--- src/rtl/apb_master_bridge.sv ---
// apb_master_bridge
// Converts a valid/ready command stream into single APB transfers and returns
// read data / status on a valid/ready response channel. One transfer in flight.
// Optional macro APB_BRIDGE_TIMEOUT_EN: aborts an ACCESS phase after TIMEOUT
// cycles without pready and reports it through rsp_err. Without the macro the
// ACCESS phase waits indefinitely and rsp_err is constant 0.
module apb_master_bridge #(
  parameter int ADDR_W  = 8,
  parameter int DATA_W  = 8,
  parameter int TIMEOUT = 16
) (
  input  logic              pclk,
  input  logic              prst,
  input  logic              cmd_valid,
  output logic              cmd_ready,
  input  logic              cmd_write,
  input  logic [ADDR_W-1:0] cmd_addr,
  input  logic [DATA_W-1:0] cmd_wdata,
  output logic              rsp_valid,
  input  logic              rsp_ready,
  output logic [DATA_W-1:0] rsp_rdata,
  output logic              rsp_err,
  output logic              psel,
  output logic              pen,
  output logic              pwrite,
  output logic [ADDR_W-1:0] paddr,
  output logic [DATA_W-1:0] pwdata,
  input  logic              pready,
  input  logic [DATA_W-1:0] prdata
);

  localparam logic [1:0] ST_IDLE   = 2'd0;
  localparam logic [1:0] ST_SETUP  = 2'd1;
  localparam logic [1:0] ST_ACCESS = 2'd2;
  localparam logic [1:0] ST_RESP   = 2'd3;

  logic [1:0]        state_q,     state_d;
  logic              cmd_ready_q, cmd_ready_d;
  logic              psel_q,      psel_d;
  logic              pen_q,       pen_d;
  logic              pwrite_q,    pwrite_d;
  logic [ADDR_W-1:0] paddr_q,     paddr_d;
  logic [DATA_W-1:0] pwdata_q,    pwdata_d;
  logic              rsp_valid_q, rsp_valid_d;
  logic [DATA_W-1:0] rsp_rdata_q, rsp_rdata_d;

`ifdef APB_BRIDGE_TIMEOUT_EN
  localparam int CNT_W = $clog2(TIMEOUT + 1);
  logic [CNT_W-1:0]  tmo_cnt_q,   tmo_cnt_d;
  logic              rsp_err_q,   rsp_err_d;
`endif

  // Next-state and next-output computation for the transfer sequencer.
  always_comb begin
    state_d     = state_q;
    psel_d      = psel_q;
    pen_d       = pen_q;
    pwrite_d    = pwrite_q;
    paddr_d     = paddr_q;
    pwdata_d    = pwdata_q;
    rsp_valid_d = rsp_valid_q;
    rsp_rdata_d = rsp_rdata_q;
`ifdef APB_BRIDGE_TIMEOUT_EN
    tmo_cnt_d   = tmo_cnt_q;
    rsp_err_d   = rsp_err_q;
`endif

    case (state_q)
      ST_IDLE: begin
        // cmd_ready is registered, so the first cycle after reset refuses commands.
        if (cmd_valid && cmd_ready_q) begin
          state_d  = ST_SETUP;
          pwrite_d = cmd_write;
          paddr_d  = cmd_addr;
          pwdata_d = cmd_write ? cmd_wdata : '0;
          psel_d   = 1'b1;
          pen_d    = 1'b0;
        end else begin
          state_d  = ST_IDLE;
        end
      end

      ST_SETUP: begin
        // pready is ignored here; enable goes high for the ACCESS phase.
        state_d = ST_ACCESS;
        pen_d   = 1'b1;
`ifdef APB_BRIDGE_TIMEOUT_EN
        tmo_cnt_d = '0;
`endif
      end

      ST_ACCESS: begin
        if (pready) begin
          // Normal completion always wins, even on the cycle the timeout would hit.
          state_d     = ST_RESP;
          psel_d      = 1'b0;
          pen_d       = 1'b0;
          rsp_valid_d = 1'b1;
          rsp_rdata_d = pwrite_q ? '0 : prdata;
`ifdef APB_BRIDGE_TIMEOUT_EN
          rsp_err_d   = 1'b0;
`endif
        end else begin
`ifdef APB_BRIDGE_TIMEOUT_EN
          if (tmo_cnt_q == CNT_W'(TIMEOUT - 1)) begin
            state_d     = ST_RESP;
            psel_d      = 1'b0;
            pen_d       = 1'b0;
            rsp_valid_d = 1'b1;
            rsp_rdata_d = '0;
            rsp_err_d   = 1'b1;
            tmo_cnt_d   = CNT_W'(TIMEOUT);
          end else begin
            tmo_cnt_d   = tmo_cnt_q + CNT_W'(1);
          end
`else
          state_d = ST_ACCESS;
`endif
        end
      end

      ST_RESP: begin
        // Response is held until the consumer takes it; no new command overlaps.
        if (rsp_ready) begin
          state_d     = ST_IDLE;
          rsp_valid_d = 1'b0;
        end else begin
          state_d     = ST_RESP;
        end
      end

      default: begin
        state_d     = ST_IDLE;
        psel_d      = 1'b0;
        pen_d       = 1'b0;
        rsp_valid_d = 1'b0;
      end
    endcase

    cmd_ready_d = (state_d == ST_IDLE);
  end

  // State and registered outputs; reset clears everything asynchronously.
  always_ff @(posedge pclk or negedge prst) begin
    if (!prst) begin
      state_q     <= ST_IDLE;
      cmd_ready_q <= 1'b0;
      psel_q      <= 1'b0;
      pen_q       <= 1'b0;
      pwrite_q    <= 1'b0;
      paddr_q     <= '0;
      pwdata_q    <= '0;
      rsp_valid_q <= 1'b0;
      rsp_rdata_q <= '0;
    end else begin
      state_q     <= state_d;
      cmd_ready_q <= cmd_ready_d;
      psel_q      <= psel_d;
      pen_q       <= pen_d;
      pwrite_q    <= pwrite_d;
      paddr_q     <= paddr_d;
      pwdata_q    <= pwdata_d;
      rsp_valid_q <= rsp_valid_d;
      rsp_rdata_q <= rsp_rdata_d;
    end
  end

`ifdef APB_BRIDGE_TIMEOUT_EN
  // Wait-state counter and error flag for the timeout abort path.
  always_ff @(posedge pclk or negedge prst) begin
    if (!prst) begin
      tmo_cnt_q <= '0;
      rsp_err_q <= 1'b0;
    end else begin
      tmo_cnt_q <= tmo_cnt_d;
      rsp_err_q <= rsp_err_d;
    end
  end

  assign rsp_err = rsp_err_q;
`else
  assign rsp_err = 1'b0;
`endif

  assign cmd_ready = cmd_ready_q;
  assign psel      = psel_q;
  assign pen       = pen_q;
  assign pwrite    = pwrite_q;
  assign paddr     = paddr_q;
  assign pwdata    = pwdata_q;
  assign rsp_valid = rsp_valid_q;
  assign rsp_rdata = rsp_rdata_q;

endmodule

--- config.mk ---
export PLATFORM = sky130hd
export DESIGN_NAME = apb_master_bridge
export DESIGN_NICKNAME = d
export VERILOG_FILES = /design/src/rtl/apb_master_bridge.sv
export SDC_FILE = /design/constraint.sdc
export NUM_CORES = 1
export LEC_CHECK = 0
export CORE_MARGIN = 2
export CORE_UTILIZATION = 37
export CTS_CLUSTER_DIAMETER = 60
export DETAILED_ROUTE_END_ITERATION = 10
export HOLD_SLACK_MARGIN = 0.15
export PLACE_DENSITY = 0.74
export SLEW_MARGIN = 30
export SYNTH_ARGS = -nofsm -noshare
export SYNTH_HDL_FRONTEND = slang
export SYNTH_SLANG_ARGS = --single-unit
--- constraint.sdc ---
create_clock -name pclk -period 1.5 [get_ports pclk]
set_clock_uncertainty 0.15 [all_clocks]
set_input_delay 0.3 -clock pclk [delete_from_list [all_inputs] [get_ports pclk]]
set_output_delay 0.3 -clock pclk [all_outputs]
set_load 0.02 [all_outputs]
==> flow_summary.ini <==
[run_status]
status = finished, violations left
violations = negative setup slack

[timing]
rsz0062_at_grt = true
period_share_pct = 103
finalSetupViolCount = 9
min_period_ns = 1.55
slew_viol_final = 0
fin_tns_setup_ns = -0.270
fmax_mhz = 646
hold_violations = 0
setup_ws_ns = -0.0479
holdWs_ns = 0.247

[floorplan]
ioPinCount = 60
dieArea_um2 = 4190
die_h_um = 64.7
core_area_um2 = 3610
start_util_pct = 37.9
fp-row-count = 22
die_x_um = 64.7

[min_path]
hold_class = in -> async

[yosys]
syn_avg_cell_area_um2 = 13.1
ys_warn_count = 0
syn_area_um2 = 1370
ys_seq_area_share_pct = 56.8
syn_inst = 104
yosysUniqueCellTypes = 25
syn_nets = 134
ys_seq_elements = 31

[placed_design]
dp.final_hpwl_mm = 2.14
dp_slack_ns = -0.335
gp_congestion = 0.684
io_buffers = 58

[clocking]
cts_sinks = 31
htreeDepth = 2
clockRootBuffer = clkbuf_8
insertion_delay_ns = 0.27
clk_pin_slew_ns = 0.07
cts_tree = built
clock_path_buffers = 2
numCtsBuffers = 5

[global_routing]
overflow = 0
antenna_found_initial = 0
grt_max_degree = 32
grt_pass1_vias = 1027
track_usage_pct = 15.6
grt_pass1_wl_mm = 4.86

[pwr]
power.internal_mw = 2.75
pwr-share-seq_pct = 34.4
total_leakage_power_nw = 1.05
finalPower_mw = 4.24
clkPwrFrac_pct = 19.6
ir_worst_vdd_mv = 0.784
p_sw_mw = 1.49
p_comb_share_pct = 45.9
powerDensity_nw_per_um2 = 1920
swShare_pct = 35.2

[setup_path]
cpPeakStageDelay_ns = 0.44
path_buf_inv = 1
arrival_ns = 1.55
worst-r2r-cell-count = 3
slowest_stage = dfrtp_1
worstPathCellList = nor4bb_4 -> buf_12 -> mux2_1
reg2reg_slack_ns = -0.05
path_delay_family = flip-flops
cp.depth = 3
crit_path_end_kind = flop
worst-setup-path-type = reg -> reg
critPathRequiredTime_ns = 1.50
cp-start-kind = flop
critPathMaxFanout = 12

[final_layout]
drive_above_1_share_pct = 20.3
area_growth_syn_to_layout_pct = 61.4
diodes = 0
layout_commonest_cell = dfrtp_1
nets = 206
fill_cells = 311
final_cell_mix = 30 x dfrtp_1, 29 x clkdlybuf4s50_1, 29 x dlygate4sd2_1

[route]
vias_per_cell = 4.51
routedWlPerCell_um = 12.9
num_vias = 1014
first_iter_violations = 16
drc = 0
dr.pass1.iters = 4
ant_nets = 0
wl_mm = 2.91

[job]
maxCapViolations = 0
-- power groups by stage --
stage / Combinational (mW) / Clock, mW / Sequential, mW
2_1_floorplan: 0.639 / 0 / 1.93
3_3_place_gp: 2.14 / 0 / 1.47
3_5_place_dp: 2.18 / 0 / 1.48
4_1_cts: 1.95 / 0.850 / 1.47
5_1_grt: 2.10 / 0.896 / 1.52
6_report: 1.95 / 0.832 / 1.46
-- synth_stat cells --
| cell | count | area share, % |
|---|---|---|
| dfrtp_1 | 31 | 57 |
| inv_1 | 10 | 2.8 |
| nand2_1 | 10 | 2.8 |
| mux2_1 | 9 | 7.4 |
| mux2i_1 | 8 | 5.9 |
| nor2b_1 | 8 | 3.7 |
| mux2_4 | 7 | 7.7 |
| buf_4 | 3 | 1.6 |
| buf_6 | 2 | 1.6 |
| a211oi_1 | 1 | 0.55 |
| a21oi_1 | 1 | 0.37 |
| a311o_1 | 1 | 0.73 |
| a32o_1 | 1 | 0.73 |
| and2_1 | 1 | 0.46 |
| and3b_1 | 1 | 0.64 |
| buf_1 | 1 | 0.27 |
| conb_1 | 1 | 0.27 |
| mux2_2 | 1 | 0.82 |
| nand2b_1 | 1 | 0.46 |
| nand3_1 | 1 | 0.37 |
| nand3b_1 | 1 | 0.55 |
| nor4bb_4 | 1 | 1.8 |
| o21bai_1 | 1 | 0.55 |
| o2bb2ai_1 | 1 | 0.64 |
| or2_2 | 1 | 0.46 |
-- worst register-to-register path, delay by kind of cell (launching register included) --
kind / cells / cell delay [ns]
AND/OR/NAND/NOR: 1 / 0.33
flip-flops: 1 / 0.44
buffers and inverters: 1 / 0.18
multiplexers: 1 / 0.33
-- state kept, by name, indices dropped and copies added (netlist names) --
signal / flops
state_q: 2
psel: 1
pwrite: 1
pwdata: 8
rsp_rdata: 8
rsp_valid: 1
pen: 1
paddr: 8
cmd_ready: 1
-- timing repair --
| item | in CTS | in global routing |
|---|---|---|
| gates resized for setup | 31 | 3 |
| hold buffers | 0 | 0 |
| setup buffers | 0 | 0 |
| endpoints found under the setup margin | 51 | 17 |
-- metal layers --
layer	part of all wire (%)	vias up	GRT usage, %
met5	0	-	0
met4	0.93	0	6.38
met3	5.8	2	3.82
met2	49	41	25.0
met1	44	484	20.2
li1	-	487	-
-- stage by stage --
stage / util, % / std cells / area [um^2]
6_report: 61.1 / 225 / 2200
5_1_grt: 61.1 / 225 / 2200
4_1_cts: 60.8 / 225 / 2190
3_5_place_dp: 58.4 / 217 / 2110
3_3_place_gp: 58.4 / 217 / 2110
2_1_floorplan: - / 104 / 1370
-- layout make-up --
class                      count  area (um^2)  area share (%)
sequential                    31          777            35.3
inverter                      10         37.5            1.70
timing repair buffer          71          696            31.6
clock inverter                 2         35.0            1.59
tap                           48         60.1            2.73
clock buffer                   6         82.6            3.75
multi-input combinational     57          515            23.4
-- kinds of logic after synthesis --
family                 Yosys count  synth area share [%]
flip-flops                      31                  56.8
buffers and inverters           16                  6.32
AO/OA/AOI/OAI                    6                  3.57
multiplexers                    25                  21.8
other                            1                 0.275
AND/OR/NAND/NOR                 25                  11.2
-- final timing paths --
| check | startpoint | end |
|---|---|---|
| worst max register to register | state_q[1]$_DFF_PN0_ | paddr[5]$_DFFE_PN0P_ |
| worst min register to register | paddr[6]$_DFFE_PN0P_ | paddr[6]$_DFFE_PN0P_ |
| min in group pclk | paddr[6]$_DFFE_PN0P_ | paddr[6]$_DFFE_PN0P_ |
| worst min-delay path | prst | pwdata[2]$_DFFE_PN0P_ |
| max in group asynchronous | prst | cmd_ready$_DFF_PN0_ |
| worst max-delay path | state_q[1]$_DFF_PN0_ | paddr[5]$_DFFE_PN0P_ |
Note: power is estimated with default switching activity, not from simulation.
